File: src/rtl/product_accumulator.sv
// Frame accumulator: sums frame_len unsigned product words, then holds the result for a handshake.
// Build option: define PRODUCT_ACCUMULATOR_SATURATE_EN to clamp the accumulator instead of wrapping.
module product_accumulator #(
   parameter int bit_width = 8,
   parameter int acc_width = 10,
   parameter int frame_len = 8
) (
   input  logic                 clk,
   input  logic                 rst_n,
   input  logic                 prod_valid,
   output logic                 prod_ready,
   input  logic [bit_width-1:0] prod,
   output logic                 sum_valid,
   input  logic                 sum_ready,
   output logic [acc_width-1:0] sum,
   output logic                 ovf
);

   localparam int cnt_w = (frame_len > 1) ? $clog2(frame_len) : 1;
   localparam logic [cnt_w-1:0] last_beat = cnt_w'(frame_len - 1);

   typedef enum logic {ACC, HOLD} state_t;

   state_t               state;
   logic [acc_width-1:0] acc;
   logic [cnt_w-1:0]     cnt;
   logic                 ovf_flag;
   logic [acc_width:0]   add_p0;

   // Returns {carry, result}; the carry is always the raw carry so ovf reporting is build-independent.
   function automatic logic [acc_width:0] sat_add(input logic [acc_width-1:0] a,
                                                   input logic [bit_width-1:0] p);
      logic [acc_width:0] w;
      w = {1'b0, a} + (acc_width + 1)'(p);
`ifdef PRODUCT_ACCUMULATOR_SATURATE_EN
      if (w[acc_width]) w[acc_width-1:0] = '1;
`endif
      return w;
   endfunction

   assign add_p0     = sat_add(acc, prod);
   assign prod_ready = rst_n && (state == ACC);

   // Stage p0 -> registered frame result
   always_ff @(posedge clk or negedge rst_n) begin
      if (!rst_n) begin
         state     <= ACC;
         acc       <= '0;
         cnt       <= '0;
         ovf_flag  <= 1'b0;
         sum       <= '0;
         ovf       <= 1'b0;
         sum_valid <= 1'b0;
      end else begin
         case (state)
            ACC: begin
               if (prod_valid) begin
                  acc      <= add_p0[acc_width-1:0];
                  ovf_flag <= ovf_flag | add_p0[acc_width];
                  if (cnt == last_beat) begin
                     state     <= HOLD;
                     sum       <= add_p0[acc_width-1:0];
                     ovf       <= ovf_flag | add_p0[acc_width];
                     sum_valid <= 1'b1;
                  end else begin
                     cnt <= cnt + 1'b1;
                  end
               end
            end
            HOLD: begin
               if (sum_ready) begin
                  state     <= ACC;
                  acc       <= '0;
                  cnt       <= '0;
                  ovf_flag  <= 1'b0;
                  sum_valid <= 1'b0;
               end
            end
            default: state <= ACC;
         endcase
      end
   end

endmodule
File: config.mk
export PLATFORM = sky130hd
export DESIGN_NAME = product_accumulator
export DESIGN_NICKNAME = d
export VERILOG_FILES = /design/src/rtl/product_accumulator.sv
export SDC_FILE = /design/constraint.sdc
export NUM_CORES = 1
export LEC_CHECK = 0
export BUFFER_PORTS_ARGS = -buffer_cell sky130_fd_sc_hd__buf_2
export CAP_MARGIN = 20
export CORE_MARGIN = 2
export CORE_UTILIZATION = 25
export DETAILED_ROUTE_END_ITERATION = 8
export HOLD_SLACK_MARGIN = 0.12
export PLACE_DENSITY = 0.39
export SLEW_MARGIN = 20
export SYNTH_ARGS = -nofsm -noshare
export SYNTH_HDL_FRONTEND = slang
export SYNTH_SLANG_ARGS = --single-unit
File: constraint.sdc
create_clock -name clk -period 1.9 [get_ports clk]
set_clock_uncertainty 0.1 [all_clocks]
set_input_delay 0.285 -clock clk [delete_from_list [all_inputs] [get_ports clk]]
set_output_delay 0.285 -clock clk [all_outputs]
set_load 0.1 [all_outputs]
# Yosys cells after proc, flatten, opt, wreduce, memory -nomap -nowiden
# Cells that the tools add are included.
dict set report word_totals {
  register_bits 27
  mem_count 0
  ramBits 0
  in_bits 12
  romBits 0
  latchBits 0
}
dict set report classes {
  div 0
  shifts 0
  addsub 2
  n_bitwise 2
  n_mul 0
  n_lt_le_gt_ge 0
  n_reduce_logical 5
  eq_ne 5
  n_mux 17
}
# cell count
set op_table {}
lappend op_table {{10-bit two-way mux} 2}
lappend op_table {{10-bit case mux with 2 select lines} 1}
lappend op_table {{10-bit by 8-bit adder with 11-bit output} 1}
lappend op_table {{3-bit two-way mux} 3}
lappend op_table {{3-bit AND reduction} 3}
lappend op_table {{1-bit two-way mux} 7}
lappend op_table {{2-bit != test (second input constant)} 3}
lappend op_table {{1-bit case mux with 2 select lines} 3}
lappend op_table {{3-bit case mux with 2 select lines} 1}
lappend op_table {{3-bit by 1-bit adder with 3-bit output (second input constant)} 1}
lappend op_table {{3-bit equality test (second input constant)} 1}
lappend op_table {{2-bit by 1-bit != test with 1-bit output (second input constant)} 1}
lappend op_table {{2-bit AND reduction} 1}
lappend op_table {{1-bit logical AND} 1}
lappend op_table {{1-bit inverter} 1}
lappend op_table {{1-bit bitwise OR} 1}

# Depth between registers and ports, before layout
dict set report depth {
  depth_word 4
  ltp_mapped 7
}

# Worst setup path before layout
# OpenSTA, ideal clock, no wires.
dict set report synth_timing {
  kind {register to output}
  from {register state}
  to {output prod_ready}
  path_stages_with_launch 3
  path_buffers 1
  setup_slack_ns -0.361
  required_time_ns 1.515
  arrival_ns 1.876
  path_cell_list {dfrtp_1 > buf_6 > nor2b_1}
}
dict set report synth_between {
  elab_chain_cells 2
}
# item line
set synth_lines {}
lappend synth_lines {{start: declaration} 24} ;# state_t state;
lappend synth_lines {{start signal: assignment} 47} ;# state <= ACC;
lappend synth_lines {{start signal: assignment} 61} ;# state <= HOLD;
lappend synth_lines {{start signal: assignment} 72} ;# state <= ACC;
lappend synth_lines {{1-bit inverter (no line)} --}
lappend synth_lines {{1-bit logical AND} 42} ;# assign prod_ready = rst_n && (state == ACC);
lappend synth_lines {{end: declaration} 11} ;# output logic prod_ready,
# No other way between the ends.

# Worst setup path in the final report
dict set report layout_timing {
  from {register acc[0]}
  to {register acc[8]}
}
dict set report layout_between {
  elab_chain_cells 3
}
# item line
set layout_lines {}
lappend layout_lines {{start: declaration} 25} ;# logic [acc_width-1:0] acc;
lappend layout_lines {{start signal: assignment} 58} ;# acc <= add_p0[acc_width-1:0];
lappend layout_lines {{10-bit by 8-bit adder with 11-bit output} 34} ;# w = {1'b0, a} + (acc_width + 1)'(p);
lappend layout_lines {{10-bit two-way mux} 57} ;# if (prod_valid) begin
lappend layout_lines {{10-bit case mux with 2 select lines} 55} ;# case (state)
# No other way between the ends. The select of a mux whose other input is x is not followed.
# A chain may end at the register's enable or synchronous reset.

==> flow_summary_export.csv <==
group,metric,value,unit
hold_path,holdCritPathClass,"primary input to flip-flop",
global_route,grt_pass1_vias,1196,
timing,period_share,108,%
floorplan,io_pins,25,
timing,fin_crit,2.06,ns
setup_path,crit_family,"compound AO/OA/AOI/OAI gates",
clock_network,clk_pin_slew,0.09,ns
floorplan,die-area,6460,um^2
floorplan,fp.dieW,80.4,um
global_route,grt_overflow,0,
drt,wl_per_cell,13.5,um
clock_network,root_buffer,"clkbuf_8",
clock_network,htreeDepth,1,
drt,drtPass1Iterations,4,
setup_path,critPathSlowestCell,"dfrtp_1",
clock_network,cts_buffers,3,
timing,rsz0062_at_grt,"true",
clock_network,cts_sinks,27,
synthesis,synth.distinct_cells,34,
setup_path,cp_cell_sequence,"ha_4, fa_2, a21o_1, a221oi_2, o21ai_2, nor2b_4, o22a_1",
drt,ant_nets,0,
synthesis,netlist_area,1460,um^2
timing,finalSetupViolCount,6,
drt,drc_errors,0,
setup_path,crit_type,"flip-flop to flip-flop",
placement,dpl.cell_count,245,
placement,numPortBuffers,24,
placement,routabilityCongestion,0.746,
global_route,antenna_found_initial,0,
synthesis,synth.avg_cell_area,10.5,um^2
setup_path,path_buf_inv,0,
final_layout,drive_above_1_share,33.1,%
setup_path,worst-path-max-fanout,4,
setup_path,worst_setup_path_end_kind,"flip-flop",
setup_path,slowest_delay,0.42,ns
synthesis,yosysWarnings,0,
global_route,grt_use_total,11.9,%
timing,worst_slew_pin_slew,0.530,ns
drt,dr_total_vias,1130,
placement,dp_hpwl,2490,um
final_layout,design_area,1890,um^2
timing,whs,0.164,ns
drt,wirelength,3410,um
setup_path,arrival,2.13,ns
drt,vias_per_cell,4.47,
floorplan,fp.dieH,80.4,um
floorplan,start_util,26.2,%
clock_network,clock_latency,0.27,ns
global_route,grt_max_degree,28,
run_status,status,"finished, violations left",
clock_network,clockBufferDepth,2,
synthesis,syn_inst,139,
setup_path,crit_required,1.97,ns
floorplan,core-area,5570,um^2
floorplan,core.rowCount,27,
final_layout,area_growth,29.2,%
final_layout,nets,205,
setup_path,rrSetupSlack,-0.16,ns
timing,slew-limit-headroom,64.5,%
placement,dpl-instance-area,1770,um^2
drt,drtIter0Drc,28,
timing,slew_violations,0,
synthesis,syn_nets,162,
timing,clock.fmax,486,MHz
global_route,grt_pass1_wl,5900,um
timing,finalHoldViolCount,0,
synthesis,synth-seq-cells,27,
run_status,violations,"negative setup slack",
timing,fin_ws,-0.158,ns
synthesis,yosysSeqAreaShare,46.3,%
final_layout,antenna_cells,0,
setup_path,critPathLaunchType,"flip-flop",
final_layout,fin_cells,253,
flow_run,maxCapViolCount,0,
clock_network,cts_tree,"yes",
==> logic make-up after synthesis <==
kind of cell	share of synthesized area (%)
xor+xnor	5.40
fa+ha+maj	9.95
compound gates	19.0
flops	46.3
buf+inv	2.32
simple gates	12.1
mux	4.97
==> final timing paths <==
path / startpoint / end / cells after the start
setup / recovery: acc[0]$_DFFE_PN0P_ / acc[8]$_DFFE_PN0P_ / 7
hold / removal: sum_ready / cnt[0]$_DFFE_PN0P_ / 2
setup reg to reg: acc[0]$_DFFE_PN0P_ / acc[8]$_DFFE_PN0P_ / 7
hold reg to reg: sum_valid$_DFFE_PN0P_ / sum_valid$_DFFE_PN0P_ / 2
max in group asynchronous: rst_n / cnt[2]$_DFFE_PN0P_ / 3
min in group asynchronous: rst_n / acc[4]$_DFFE_PN0P_ / 3
==> through the flow <==
stage / TNS [ns] / utilization, % / setup slack [ns]
finish: -0.551 / 33.8 / -0.158
global route: -1.30 / 33.8 / -0.243
CTS: -0.649 / 33.2 / -0.178
detailed placement: -0.948 / 31.8 / -0.208
global placement: -0.850 / 31.8 / -0.187
floorplan: -0.149 / - / -0.113
==> synth_stat cells <==
master,number,share of area (%)
o21ai_1,20,6.9
nand3_1,2,0.69
a21oi_1,4,1.4
dfrtp_1,27,46
or3_1,1,0.43
a221oi_2,1,1.0
buf_6,2,1.5
o211ai_1,1,0.51
nor2b_1,2,0.86
nand2b_1,1,0.43
xnor2_1,3,1.8
o21bai_2,1,0.77
ha_1,10,8.6
nor2_1,2,0.51
a21o_1,5,2.6
o21ai_2,1,0.60
o21ai_0,7,2.4
nand2_1,21,5.4
mux2i_1,5,3.4
a31oi_1,1,0.43
mux2_2,1,0.77
or2b_2,1,0.60
o22ai_1,1,0.43
xor2_1,6,3.6
clkbuf_1,3,0.77
a22oi_2,1,0.86
or2b_4,1,0.77
o22a_1,1,0.60
fa_1,1,1.4
nand3b_1,2,1.0
mux2_1,1,0.77
nor2b_4,1,0.94
a211oi_1,1,0.51
and3_1,1,0.43
==> sequential cells by signal (all words and copies together), names as in the netlist <==
register / flops
ovf_flag: 1
sum: 10
sum_valid: 1
ovf: 1
acc: 10
state: 1
cnt: 3
==> final cells by class <==
type                       instances  area (um^2)
fill                             598         3690
sequential                        27          676
multi-input combinational        107          795
timing repair buffer              43          280
clock buffer                       4         45.0
tap                               72         90.1
==> repair_timing <==
item                                    CTS  global route
buffers inserted                          2             1
endpoints found under the hold margin    27             0
endpoints found under the setup margin    8            13
hold buffers                              1             0
resized for setup                         2             3
pin swaps                                 2             5
==> layer usage <==
metal	global-route usage, %	wire length (um)	vias up
met4	4.07	46	0
met1	16.4	1740	530
met2	18.6	1510	19
li1	-	-	577
met5	0	0	-
met3	2.36	112	4
==> cell usage in the layout (no fill, tap or decap), drive strengths merged, types with 3 or more instances in the layout <==
cell type / n
a21o: 5
a21oi: 4
buf: 42
clkbuf: 4
dfrtp: 27
ha: 10
mux2i: 5
nand2: 21
nor2b: 3
o21ai: 28
xnor2: 3
xor2: 6
Power is not shown: default switching activity piles up to over one toggle a cycle in this logic, so the estimate is an artifact.
